File: config.mk
export PLATFORM = sky130hd
export DESIGN_NAME = counter_mod_k_down_ro_flat
export DESIGN_NICKNAME = d
export VERILOG_FILES = /design/src/rtl/counter_mod_k_down_ro_if.sv /design/src/rtl/counter_mod_k_down_ro.sv /design/src/flat_wrapper.sv
export SDC_FILE = /design/constraint.sdc
export NUM_CORES = 1
export LEC_CHECK = 0
export ABC_AREA = 0
export BUFFER_PORTS_ARGS = -buffer_cell sky130_fd_sc_hd__buf_2
export CELL_PAD_IN_SITES_DETAIL_PLACEMENT = 0
export CELL_PAD_IN_SITES_GLOBAL_PLACEMENT = 1
export CORE_MARGIN = 2
export CORE_UTILIZATION = 37
export CTS_CLUSTER_DIAMETER = 150
export CTS_CLUSTER_SIZE = 20
export DETAILED_ROUTE_END_ITERATION = 6
export PLACE_DENSITY = 0.71
export SLEW_MARGIN = 30
export SYNTH_ARGS = -nofsm -noshare
export SYNTH_HDL_FRONTEND = slang
export SYNTH_SLANG_ARGS = --single-unit
File: constraint.sdc
create_clock -name i_clk -period 2.1 [get_ports i_clk]
set_input_delay 0 -clock i_clk [delete_from_list [all_inputs] [get_ports i_clk]]
set_output_delay 0 -clock i_clk [all_outputs]
set_load 0.01 [all_outputs]
File: src/rtl/counter_mod_k_down_ro_if.sv
// Control and status bundle for the loadable modulo-k down-counter.
// The slave side belongs to the counter and the master side to the datapath that drives it.
interface counter_mod_k_down_ro_if #(
  parameter int N = 3
);
  logic [N-1:0] i_k;
  logic         i_load;
  logic         i_en;
  logic         i_one_shot;
  logic [N-1:0] o_count;
  logic         o_roll_under;
  logic         o_busy;
  logic         o_done;

  modport master (
    output i_k, i_load, i_en, i_one_shot,
    input  o_count, o_roll_under, o_busy, o_done
  );

  modport slave (
    input  i_k, i_load, i_en, i_one_shot,
    output o_count, o_roll_under, o_busy, o_done
  );
endinterface

File: src/rtl/counter_mod_k_down_ro.sv
// Reloadable modulo-k down-counter / interval timer with a roll-under flag.
// Counts k-1 down to 0, then wraps (periodic) or parks in DONE (one-shot).
module counter_mod_k_down_ro #(
  parameter int N = 3
) (
  input logic                    i_clk,
  input logic                    i_reset_n,
  counter_mod_k_down_ro_if.slave bus
);

  localparam logic [1:0] ST_IDLE = 2'd0;
  localparam logic [1:0] ST_RUN  = 2'd1;
  localparam logic [1:0] ST_DONE = 2'd2;

  localparam logic [N-1:0] ONE = N'(1);

  logic [1:0]   state;
  logic [N-1:0] k_q;
  logic [N-1:0] count_q;
  logic         mode_q;

  // NOTE: every register here is written with <= so all of them sample the
  // pre-edge values together; blocking assignments would create ordering races.
  always_ff @(posedge i_clk or negedge i_reset_n) begin
    if (!i_reset_n) begin
      state   <= ST_IDLE;
      k_q     <= '0;
      count_q <= '0;
      mode_q  <= 1'b0;
    end else if (bus.i_load) begin
      // A zero modulus parks the counter, so k_q - 1 never sees k_q == 0.
      if (bus.i_k != '0) begin
        k_q     <= bus.i_k;
        mode_q  <= bus.i_one_shot;
        count_q <= bus.i_k - ONE;
        state   <= ST_RUN;
      end else begin
        k_q     <= '0;
        count_q <= '0;
        state   <= ST_IDLE;
      end
    end else if (state == ST_RUN && bus.i_en) begin
      if (count_q != '0) begin
        count_q <= count_q - ONE;
      end else if (!mode_q) begin
        count_q <= k_q - ONE;
      end else begin
        state <= ST_DONE;
      end
    end
  end

  // Outputs decode registered state only; no input reaches an output combinationally.
  assign bus.o_count      = count_q;
  assign bus.o_busy       = (state == ST_RUN);
  assign bus.o_done       = (state == ST_DONE);
  assign bus.o_roll_under = (state == ST_RUN) && (count_q == '0);

endmodule
File: src/flat_wrapper.sv
// flat-port wrapper written by rule: the top's interface ports become plain ports
module counter_mod_k_down_ro_flat 
#(
  parameter int N = 3
)
  (i_clk, i_reset_n, bus_i_k, bus_i_load, bus_i_en, bus_i_one_shot, bus_o_count, bus_o_roll_under, bus_o_busy, bus_o_done);
  counter_mod_k_down_ro_if #(.N(N)) bus_i ();
  input logic i_clk;
  input logic i_reset_n;
  input wire logic [$bits(bus_i.i_k)-1:0] bus_i_k;
  input wire logic [$bits(bus_i.i_load)-1:0] bus_i_load;
  input wire logic [$bits(bus_i.i_en)-1:0] bus_i_en;
  input wire logic [$bits(bus_i.i_one_shot)-1:0] bus_i_one_shot;
  output wire logic [$bits(bus_i.o_count)-1:0] bus_o_count;
  output wire logic [$bits(bus_i.o_roll_under)-1:0] bus_o_roll_under;
  output wire logic [$bits(bus_i.o_busy)-1:0] bus_o_busy;
  output wire logic [$bits(bus_i.o_done)-1:0] bus_o_done;
  assign bus_i.i_k = bus_i_k;
  assign bus_i.i_load = bus_i_load;
  assign bus_i.i_en = bus_i_en;
  assign bus_i.i_one_shot = bus_i_one_shot;
  assign bus_o_count = bus_i.o_count;
  assign bus_o_roll_under = bus_i.o_roll_under;
  assign bus_o_busy = bus_i.o_busy;
  assign bus_o_done = bus_i.o_done;
  counter_mod_k_down_ro #(.N(N)) u_core (.i_clk(i_clk), .i_reset_n(i_reset_n), .bus(bus_i));
endmodule
==> results.md <==
* Share of the synthesized area in the top cell type at 42.25%
* Fin crit share at 77.83%
* First-pass GRT wire length at 1.918 mm
* WL per Instance at 13.76 um
* Max Freq at 611.8 MHz
* Setup-failing EPs final at 0
* Root Buffer: clkbuf_4
* Synthesis-to-layout area growth at 24.88%
* Top post-synthesis cells by area: dfrtp_1 (42%), mux2_2 (8.5%), nand3b_4 (3.8%), nor2b_1 (3.5%), nand4bb_2 (3.1%)
* Int Pwr at 0.3355 mW
* DRT antenna net count at 0
* Final TNS setup at 0 ns
* Antenna cells at 0
* Initial antenna violation count at 0
* FILL cells at 130
* Area leader, netlist: dfrtp_1
* CP endpoint kind: flop
* Async S/R FF share, synth at 100.0%
* Nets@finish at 77
* Register area share after synthesis at 42.25%
* Logic pwr share at 27.7%
* Vias in the first global route at 423
* Die Width at 41.96 um
* Minimum clock period at 1.634 ns
* Total CTS buffers at 3
* Hold WC Path Type: input port to flop
* Maximum vdd drop at 0.0003516 V
* Crit Path Category: flop to flop
* HPWL after detailed placement at 862.2 um
* Post-synthesis xor/xnor area fraction at 0%
* Grt ovf at 0
* Largest net degree at the start of global routing at 11
* Core footprint at 0.001318 sq mm
* Final GP Congestion at 0.7752
* GRT Resource Usage Total at 14.40%
* Largest family of logic cells by synthesized area: simple AND/OR/NAND/NOR gates
* Worst Setup Start Kind: flop
* Post-Synth Simple-Gate Area at 27.70%
* Cts repair resizes at 0
* Fin. Hold Viols at 0
* DR vias at 472
* Gate Count Post-Synth at 48
* Mean Syn Cell Area at 11.10 sq um
* Mux cell area share after synthesis at 8.451%
* Switching share of power at 30.27%
* FF+latch count, synth at 9
* Row cnt at 13
* # H-tree levels at 1
* Vias per cell at 5.756
* Die area at 0.001760 sq mm
* PD cells at 723.0 mW/mm^2
* Unrepaired setup endpoints after global routing: no
* Core Util, Final at 50.52%
* Outcome: completed
* Top Ports at 14
* Initial Utilization at 40.46%
* Max-cap violations at 0
* Unique masters post-synth at 29
* Post-synth EDFFs at 0
* Compound-Gate Fraction of Synth Area at 17.61%
* # DRC at 0
* Die Y-Extent at 41.96 um
* Sequential Power Share at 44.9%
* Worst Tran Pin Value at 0.3651 ns
* Buffers on Ports at 13
* Clock transition at path regs at 0.06 ns
* Share of cells above drive strength 1 at 38.81%
* CP Data Required Time at 2.24 ns
* CTS tree: yes
* Psw at 0.1457 mW
* Skew-Pair Late Insertion Delay at 0.26 ns
* Drt total wl at 1.128 mm
* Clock Sinks at 9
* Warnings, synthesis at 0
* Top-count cell post-synth: dfrtp_1
* Post-synthesis adder-cell area fraction at 2.347%
* Relative slew slack at 75.45%
* Drt pass-1 iters at 4
* Slew Viols, Final at 0
* Power share of the clock group at 27.4%
* Crit path DAT at 1.77 ns
* Synth Net Count at 57
* Critical path peak fanout at 8
* Worst-case clock buffer depth at 2
* Synth Flop Type: dfrtp_1
* LEAKAGE at 0.3014 nW
* Post-Syn Area at 533.0 sq um
* Clock skew at 0.004474 ns
* Synth cell count leaders: dfrtp_1 (9), mux2_2 (4), a21oi_1 (3), nand2_1 (3), nor2b_1 (3)
* 1st-iter DRT viols at 13
## critical path, cell delays in order, from the launching register on
cell and delay (ns):
dfrtp_1 0.46, nor3b_1 0.27, nor2_1 0.07, ha_1 0.21
or2_2 0.28, o211ai_1 0.15, o21ai_1 0.08
## cells in the final DEF, fill, tap and decap left out, drive strengths merged
| cell | n |
|---|---|
| nand3b | 1 |
| nor2 | 2 |
| o21bai | 1 |
| ha | 1 |
| mux2 | 4 |
| a21oi | 3 |
| o211a | 1 |
| a22oi | 1 |
| nand2 | 3 |
| a31oi | 1 |
| clkbuf | 4 |
| a311o | 1 |
| or3 | 1 |
| dfrtp | 9 |
| o21a | 1 |
| o211ai | 1 |
| dlygate4sd3 | 2 |
| nand4bb | 1 |
| nor4b | 2 |
| nor4 | 1 |
| nor3b | 2 |
| o21ai | 2 |
| or3b | 1 |
| or2 | 1 |
| or4 | 1 |
| nor2b | 3 |
| inv | 1 |
| buf | 14 |
| o31ai | 1 |
## stage by stage
stage | hold WS (ns) | worst slack, ns | area (sq um) | instances | power [mW]
3_3_place_gp | -0.1340 | 0.5018 | 619.3 | 76 | 0.3503
2_1_floorplan | -0.2956 | 0.5078 | 533.0 | 48 | 0.3000
3_5_place_dp | -0.1322 | 0.4752 | 619.3 | 76 | 0.3506
5_1_grt | 0.05360 | 0.3835 | 665.6 | 82 | 0.5142
6_report | 0.04971 | 0.4655 | 665.6 | 82 | 0.4812
4_1_cts | 0.04063 | 0.4620 | 665.6 | 82 | 0.4890
## metal layers
layer | track usage [%] | vias to the layer above | part of all wire (%)
li1 | - | 223 | -
met1 | 20.05 | 233 | 49
met2 | 21.56 | 16 | 45
met3 | 4.348 | 0 | 5.9
met4 | 3.871 | 0 | 0
met5 | 0 | - | 0
## flip-flops by register name, summed over array words and instances, names as in the netlist
| signal | flops |
|---|---|
| u_core.bus.o_count | 3 |
| u_core.k_q | 3 |
| u_core.mode_q | 1 |
| u_core.state | 2 |
## logic make-up after synthesis
| logic type | after synthesis |
|---|---|
| AOI/OAI and AO/OA | 13 |
| and+or+nand+nor | 19 |
| adders and majority gates | 1 |
| muxes | 4 |
| DFF | 9 |
| buffers and inverters | 2 |
## cell type report
cell class,count,area (sq um),area share (%)
sequential,9,225.2,33.83
inverter,1,3.754,0.5639
tap,15,18.77,2.820
multi-input combinational,37,299.0,44.92
clock buffer,4,26.28,3.947
timing repair buffer,16,92.59,13.91
## final timing paths
| check | start | to | slack (ns) | cells past startpoint |
|---|---|---|---|---|
| setup reg to reg | u_core.bus.o_count[2] | u_core.bus.o_count[2] | 0.47 | 6 |
| min in group asynchronous | i_reset_n | u_core.bus.o_count[0] | 0.13 | 2 |
| setup / recovery | u_core.bus.o_count[2] | u_core.bus.o_count[2] | 0.47 | 6 |
| hold reg to reg | u_core.mode_q | u_core.mode_q | 0.51 | 1 |
| hold / removal | bus_i_k[0] | u_core.k_q[0] | 0.05 | 2 |
| max in group asynchronous | i_reset_n | u_core.k_q[1] | 1.79 | 2 |
## repair_timing
| item | CTS | global route |
|---|---|---|
| setup buffers | 0 | 0 |
| hold buffers | 2 | 0 |
| hold endpoints to repair | 10 | 0 |
## power by group through the flow
stage / clock network [mW] / registers [mW] / logic (mW)
floorplan: 0 / 0.222 / 0.0778
global placement: 0 / 0.220 / 0.130
detailed placement: 0 / 0.220 / 0.131
CTS: 0.139 / 0.216 / 0.134
global route: 0.148 / 0.220 / 0.147
finish: 0.132 / 0.216 / 0.133
Power figures use the tool's default switching activity.
